<file path="src/rtl/adder_pkg.sv">
`default_nettype none
// adder_pkg: nibble width and sequencer state encoding shared by serial_add_ctrl.
package adder_pkg;

    localparam int NIBBLE_W = 4;

    typedef enum logic [1:0] {
        IDLE  = 2'd0,
        ISSUE = 2'd1,
        WAIT  = 2'd2,
        DONE  = 2'd3
    } state_t;

endpackage
`default_nettype wire

</file>
<file path="src/rtl/serial_add_ctrl.sv">
`default_nettype none
// serial_add_ctrl: runs a 4*NIBBLES-bit add through one shared registered 4-bit adder,
// LSB nibble first, chaining the carry between nibbles.
module serial_add_ctrl
    import adder_pkg::*;
#(
    parameter int NIBBLES = 4,
    parameter int ADD_LAT = 1
) (
    input  logic                         clk,
    input  logic                         rst_n,
    input  logic                         req_valid_i,
    output logic                         req_ready_o,
    input  logic [NIBBLE_W*NIBBLES-1:0]  req_a_i,
    input  logic [NIBBLE_W*NIBBLES-1:0]  req_b_i,
    input  logic                         req_cin_i,
    output logic [NIBBLE_W-1:0]          add_a_o,
    output logic [NIBBLE_W-1:0]          add_b_o,
    output logic                         add_cin_o,
    input  logic [NIBBLE_W-1:0]          add_sum_i,
    input  logic                         add_cout_i,
    output logic                         rsp_valid_o,
    input  logic                         rsp_ready_i,
    output logic [NIBBLE_W*NIBBLES-1:0]  rsp_sum_o,
    output logic                         rsp_cout_o
);

    localparam int W     = NIBBLE_W * NIBBLES;
    localparam int IDX_W = (NIBBLES > 1) ? $clog2(NIBBLES) : 1;
    localparam logic [IDX_W-1:0] IDX_LAST = IDX_W'(NIBBLES - 1);
    localparam logic [1:0]       CNT_LOAD = 2'(ADD_LAT - 1);

    state_t               state_q;
    logic [W-1:0]         a_q, b_q, sum_q;
    logic [W-1:0]         a_d, b_d;
    logic [IDX_W-1:0]     idx_q;
    logic [1:0]           cnt_q;
    logic                 cout_q, req_ready_q, rsp_valid_q;
    logic [NIBBLE_W-1:0]  add_a_q, add_b_q;
    logic                 add_cin_q;

    // Operands shift down one nibble per step, so the next nibble is always at the bottom.
    assign a_d = a_q >> NIBBLE_W;
    assign b_d = b_q >> NIBBLE_W;

    always_ff @(posedge clk or negedge rst_n) begin
        if (!rst_n) begin
            state_q     <= IDLE;
            a_q         <= '0;
            b_q         <= '0;
            sum_q       <= '0;
            idx_q       <= '0;
            cnt_q       <= '0;
            cout_q      <= 1'b0;
            req_ready_q <= 1'b1;
            rsp_valid_q <= 1'b0;
            add_a_q     <= '0;
            add_b_q     <= '0;
            add_cin_q   <= 1'b0;
        end else begin
            case (state_q)
                IDLE: begin
                    if (req_valid_i) begin
                        a_q         <= req_a_i;
                        b_q         <= req_b_i;
                        idx_q       <= '0;
                        add_a_q     <= req_a_i[NIBBLE_W-1:0];
                        add_b_q     <= req_b_i[NIBBLE_W-1:0];
                        add_cin_q   <= req_cin_i;
                        req_ready_q <= 1'b0;
                        state_q     <= ISSUE;
                    end
                end
                ISSUE: begin
                    cnt_q   <= CNT_LOAD;
                    state_q <= WAIT;
                end
                WAIT: begin
                    if (cnt_q != 2'd0) begin
                        cnt_q <= cnt_q - 2'd1;
                    end else begin
                        sum_q[NIBBLE_W*idx_q +: NIBBLE_W] <= add_sum_i;
                        if (idx_q == IDX_LAST) begin
                            cout_q      <= add_cout_i;
                            rsp_valid_q <= 1'b1;
                            add_a_q     <= '0;
                            add_b_q     <= '0;
                            add_cin_q   <= 1'b0;
                            state_q     <= DONE;
                        end else begin
                            // The running carry lives in add_cin_q while a nibble is in flight.
                            idx_q     <= idx_q + 1'b1;
                            a_q       <= a_d;
                            b_q       <= b_d;
                            add_a_q   <= a_d[NIBBLE_W-1:0];
                            add_b_q   <= b_d[NIBBLE_W-1:0];
                            add_cin_q <= add_cout_i;
                            state_q   <= ISSUE;
                        end
                    end
                end
                DONE: begin
                    if (rsp_ready_i) begin
                        rsp_valid_q <= 1'b0;
                        req_ready_q <= 1'b1;
                        state_q     <= IDLE;
                    end
                end
                default: state_q <= IDLE;
            endcase
        end
    end

    assign req_ready_o = req_ready_q;
    assign rsp_valid_o = rsp_valid_q;
    assign rsp_sum_o   = sum_q;
    assign rsp_cout_o  = cout_q;
    assign add_a_o     = add_a_q;
    assign add_b_o     = add_b_q;
    assign add_cin_o   = add_cin_q;

endmodule
`default_nettype wire

</file>
<file path="config.mk">
export PLATFORM = sky130hd
export DESIGN_NAME = serial_add_ctrl
export DESIGN_NICKNAME = d
export VERILOG_FILES = /design/src/rtl/adder_pkg.sv /design/src/rtl/serial_add_ctrl.sv
export SDC_FILE = /design/constraint.sdc
export NUM_CORES = 1
export LEC_CHECK = 0
export CAP_MARGIN = 20
export CORE_MARGIN = 5
export CORE_UTILIZATION = 50
export DETAILED_ROUTE_END_ITERATION = 10
export HOLD_SLACK_MARGIN = 0.03
export PLACE_DENSITY_LB_ADDON = 0.25
export SYNTH_ARGS = -nofsm -noshare
export SYNTH_HDL_FRONTEND = slang
export SYNTH_SLANG_ARGS = --single-unit
</file>
<file path="constraint.sdc">
create_clock -name clk -period 2.5 [get_ports clk]
set_input_delay 0.625 -clock clk [delete_from_list [all_inputs] [get_ports clk]]
set_output_delay 0.625 -clock clk [all_outputs]
set_load 0.02 [all_outputs]
</file>
Yosys cells after proc, flatten, opt, wreduce, memory -nomap -nowiden
Index checks and enable logic that the tools add are counted.
- output and inout bits: 28
- bits in latches: 0
- logic and storage cells: 81
- memory bits (read-only): 0
- input port bits: 42
- register bits: 66
- bits in writable memories: 0
- memories kept: 0
- bitwise operators: 1
- muxes and demuxes: 39
- multiply operators: 0
- divide/modulo/power cells: 0
- shift-type cells: 2
- $lt $le $gt $ge: 0
- equality and inequality tests: 10
- add/sub/neg operators: 3
- reductions and logical operators: 14
- operator list (cell ; count):
    two-way mux 16 bit ; 6
    one-hot mux 16 bit (2 select lines) ; 2
    negator 4 -> 34 bit ; 1
    variable shift 4 x 34 -> 16 bit, first input constant ; 1
    indexed part select 4 x 34 -> 16 bit ; 1
    two-way mux 4 bit ; 6
    bitwise mux 16 bit ; 1
    two-way mux 2 bit ; 8
    one-hot mux 4 bit (2 select lines) ; 2
    inequality test 2 bit, second input constant ; 6
    AND reduction 3 bit ; 4
    nonzero test 2 bit ; 5
    two-way mux 1 bit ; 8
    one-hot mux 2 bit (2 select lines) ; 2
    one-hot mux 2 bit (4 select lines) ; 1
    AND reduction 4 bit ; 2
    equality test 2 bit, second input constant ; 3
    one-hot mux 1 bit (2 select lines) ; 3
    AND reduction 2 bit ; 2
    adder 2 x 1 -> 2 bit, second input constant ; 1
    equality test 2 x 1 -> 1 bit, second input constant ; 1
    logical NOT 2 bit ; 1
    subtractor 2 x 1 -> 2 bit, second input constant ; 1
    NOT 1 bit ; 1

Depth between registers and ports, before layout
- depth after elaboration: 4
- mapped depth: 7
- mapped depth without buffers: 5

Worst setup path before layout
No wires, ideal clock.
- path kind: flip-flop to flip-flop
- start point: register idx_q[0]
- end point: register a_q[4]
- period minus slack after synthesis: 1808 ps
- path slack: 692 ps
- setup time: 125 ps
- arrival time: 1683 ps
- required time: 2375 ps
- cell stages (with the launch flop): 6
- path buffers: 1
- cell sequence: dfrtp_1 -> ha_1 -> nand3b_1 -> a21oi_4 -> buf_6 -> mux2_4
- cells in the longest elaborated chain, start to end: 3
- RTL lines (element ; RTL line ; text):
    from (decl) ; serial_add_ctrl.sv:36 ; logic [IDX_W-1:0] idx_q;
    from (signal assigned) ; serial_add_ctrl.sv:92 ; idx_q <= idx_q + 1'b1;
    equality test 2 bit ; serial_add_ctrl.sv:83 ; if (idx_q == IDX_LAST) begin
    inequality test 2 bit (no source line) ; -- ;
    AND reduction 4 bit (no source line) ; -- ;
    to (signal assigned) ; serial_add_ctrl.sv:64 ; a_q <= req_a_i;
    to (decl) ; serial_add_ctrl.sv:34 ; logic [W-1:0] a_q, b_q, sum_q;
Every way passes these cells.
A chain may end at the register's enable or synchronous reset.

Final worst setup path
- start point: register req_ready_q (netlist: req_ready_o)
- end point: output req_ready_o
- RTL lines (element ; RTL line ; text):
    from (decl) ; serial_add_ctrl.sv:38 ; logic cout_q, req_ready_q, rsp_valid_q;
    from (signal assigned) ; serial_add_ctrl.sv:55 ; req_ready_q <= 1'b1;
    from (signal assigned) ; serial_add_ctrl.sv:70 ; req_ready_q <= 1'b0;
    from (signal assigned) ; serial_add_ctrl.sv:105 ; req_ready_q <= 1'b1;
    to (decl) ; serial_add_ctrl.sv:13 ; output logic req_ready_o,
No word-level cell between the ends.

==> results.py <==
metrics = {
    "yosys": {
        "yosysTopAreaCellShare_pct": 48.2,
        "synth-main-ff-cell": "dfrtp_1",
        "synth_top_area_cell": "dfrtp_1",
        "synth_area_leaders": "dfrtp_1, mux2_4, mux2i_1",
        "postSynth.asyncResetShare_pct": 100,
        "synth_cells": 238,
        "syn_area_sq_um": 2960,
        "synth.most_common_cell": "dfrtp_1",
        "synth_nets": 287,
        "avgSynthCellArea_sq_um": 12.4,
        "yosys-top-cells-count": "dfrtp_1, mux2_4, inv_1, mux2i_1, nand2_1",
        "ys_seq_area_share_pct": 49.1,
        "ys_types": 35,
        "ys_seq_elements": 58,
        "synth_edf_count": 0,
        "yosys_warnings": 0,
    },
    "setup_path": {
        "worst_ep_arrival_time_ps": 1480,
        "cp_top_family": "buffers and inverters",
        "worst-path-max-fanout": 3,
        "critPathBufInv": 1,
        "reg2reg_to": "rsp_sum_o[14]",
        "rrSetupSlack_ps": 450,
        "slowest_delay_ps": 600,
        "worstReg2RegStart": "cnt_q[0]",
        "worstPathCellList": "clkdlybuf4s50_1",
        "cp_slowest_cell": "clkdlybuf4s50_1",
        "required_ps": 1880,
        "worst-setup-path-type": "reg -> out",
        "worstRegToRegCells": 5,
        "cp-start-kind": "flop",
        "crit_path_end_kind": "output pin",
    },
    "finish": {
        "antenna_cells": 0,
        "fill_cells": 430,
        "postLayoutCellArea_sq_um": 3960,
        "drive_gt1_share_pct": 19.4,
        "areaGrowthSynthToFinish_pct": 33.7,
        "finalNetCount": 359,
    },
    "drt": {
        "dr.pass1.iters": 4,
        "drc": 0,
        "routed_wl_microns": 6170,
        "ant_nets": 0,
        "num_vias": 2049,
        "wire_per_inst_microns": 15.8,
        "viasPerCell": 5.25,
        "drtIter0Drc": 118,
    },
    "clocking": {
        "cts_repair_resize_count": 0,
        "cts_tree": "built",
        "path_clk_slew_ps": 70,
        "max-clock-path-buffers": 2,
        "cts-root-buf": "clkbuf_8",
        "clock_latency_ps": 330,
        "htreeDepth": 3,
        "cts_setup_buffers": 0,
        "cts_hold_buffers": 0,
        "cts_num_sinks": 58,
        "cts_buffers": 9,
    },
    "floorplan": {
        "die_h_microns": 86.9,
        "pin_count": 70,
        "core.rowCount": 28,
        "start_util_pct": 50.6,
        "core_sq_um": 5850,
        "die_x_microns": 86.9,
        "dieArea_sq_um": 7560,
    },
    "grt": {
        "grt_overflow": 0,
        "antenna_found_initial": 0,
        "grt_max_degree": 34,
        "grt_pass1_vias": 2092,
        "gr-usage-all-layers_pct": 17.7,
        "grt_first_pass_wirelength_microns": 10300,
    },
    "power": {
        "cellPowerDensity_nw_per_um2": 1250,
        "swShare_pct": 33.2,
        "p_sw_uw": 1640,
        "seqPwrFrac_pct": 32.6,
        "cell_internal_pwr_uw": 3300,
        "clkPwrFrac_pct": 21.8,
        "combPwrFrac_pct": 45.6,
        "vdd_drop_max_uv": 568,
        "p_leak_uw": 0.00183,
        "p_total_uw": 4940,
    },
    "timing": {
        "setup_viol": 0,
        "slew_headroom_pct": 61.2,
        "tightest_slew_ps": 577,
        "worst_hold_slack_ps": 217,
        "fin_crit_ps": 2100,
        "finalCritPeriodShare_pct": 84.0,
        "fin_skew_ps": 8.13,
        "finalMaxSlewViolations": 0,
        "hold_viol": 0,
        "fmax_mhz": 476,
        "fin_tns_setup_ps": 0,
        "rsz0062_at_grt": "no",
    },
    "placement": {
        "place_area_sq_um": 3710,
        "place.port_buffers": 69,
        "place_congestion": 0.790,
        "dpl.hpwl_microns": 4410,
    },
    "hold_path": {
        "hold_class": "in -> async",
    },
    "status": {
        "status": "complete, no violations",
    },
    "flow_run": {
        "drv_cap": 0,
    },
}
-- worst max path at each step --
stage / from / end / slack (ps) / depth (start not counted)
CTS: req_ready_o / req_ready_o / 380 / 1
finish: req_ready_o / req_ready_o / 400 / 1
floorplan: idx_q[0] / a_q[4] / 690 / 5
global placement: req_valid_i / a_q[8] / 440 / 5
global route: cnt_q[0] / rsp_sum_o[14] / 230 / 5
detailed placement: req_valid_i / a_q[6] / 420 / 5
-- per-layer routing --
layer	track usage (%)	share of wire, %	vias to the layer above
li1	-	-	990
met1	23.0	44	980
met2	28.4	48	66
met3	3.50	6.5	13
met4	8.64	1.6	0
met5	0	0	-
-- cell families (layout without fill, tap and decap cells) --
group,count (synthesis),count (layout),share of synthesized area [%]
fa+ha+maj,7,7,2.96
compound gates,40,40,9.77
flops,58,58,49.1
simple gates,45,45,9.98
buf+inv,37,114,6.51
mux,51,51,21.7
-- sequential cells by signal (all words and copies together), names as in the netlist --
name and cells:
rsp_sum_o 16, add_b_o 4, rsp_valid_o 1, b_q 12, cnt_q 2, req_ready_o 1
add_a_o 4, a_q 12, idx_q 2, add_cin_o 1, state_q 2, rsp_cout_o 1
-- layout by cell type (no fill, tap or decap), drive strengths merged, types with 4 or more instances in the layout --
| cell | n |
|---|---|
| a22o | 16 |
| clkbuf | 11 |
| nand2 | 17 |
| nand4b | 4 |
| buf | 8 |
| mux2 | 33 |
| inv | 22 |
| clkdlybuf4s50 | 68 |
| a21oi | 14 |
| nor4bb | 9 |
| ha | 7 |
| mux2i | 18 |
| dfrtp | 57 |
-- final cells by class --
cell class / count / area, sq um / share of cell area [%]
multi-input cells: 143 / 1310 / 33.2
flip-flops and latches: 58 / 1450 / 36.7
clock buffers: 11 / 151 / 3.83
well taps: 75 / 93.8 / 2.37
clock inverters: 5 / 100 / 2.53
repair buffers: 76 / 763 / 19.3
inverters: 22 / 82.6 / 2.09
-- power groups by stage --
stage               sequential, uW  clock (uW)  combinational, uW
global route                  1680        1130               2430
CTS                           1620        1100               2280
global placement              1610           0               2210
floorplan                     1760           0               1470
finish                        1610        1080               2250
detailed placement            1620           0               2270
-- stage by stage --
stage / std cells / utilization, % / setup WS (ps)
floorplan: 238 / - / 692
global placement: 374 / 63.3 / 436
detailed placement: 374 / 63.3 / 419
CTS: 390 / 67.6 / 379
global route: 390 / 67.6 / 234
finish: 390 / 67.6 / 399
(Power assumes the default switching activity.)
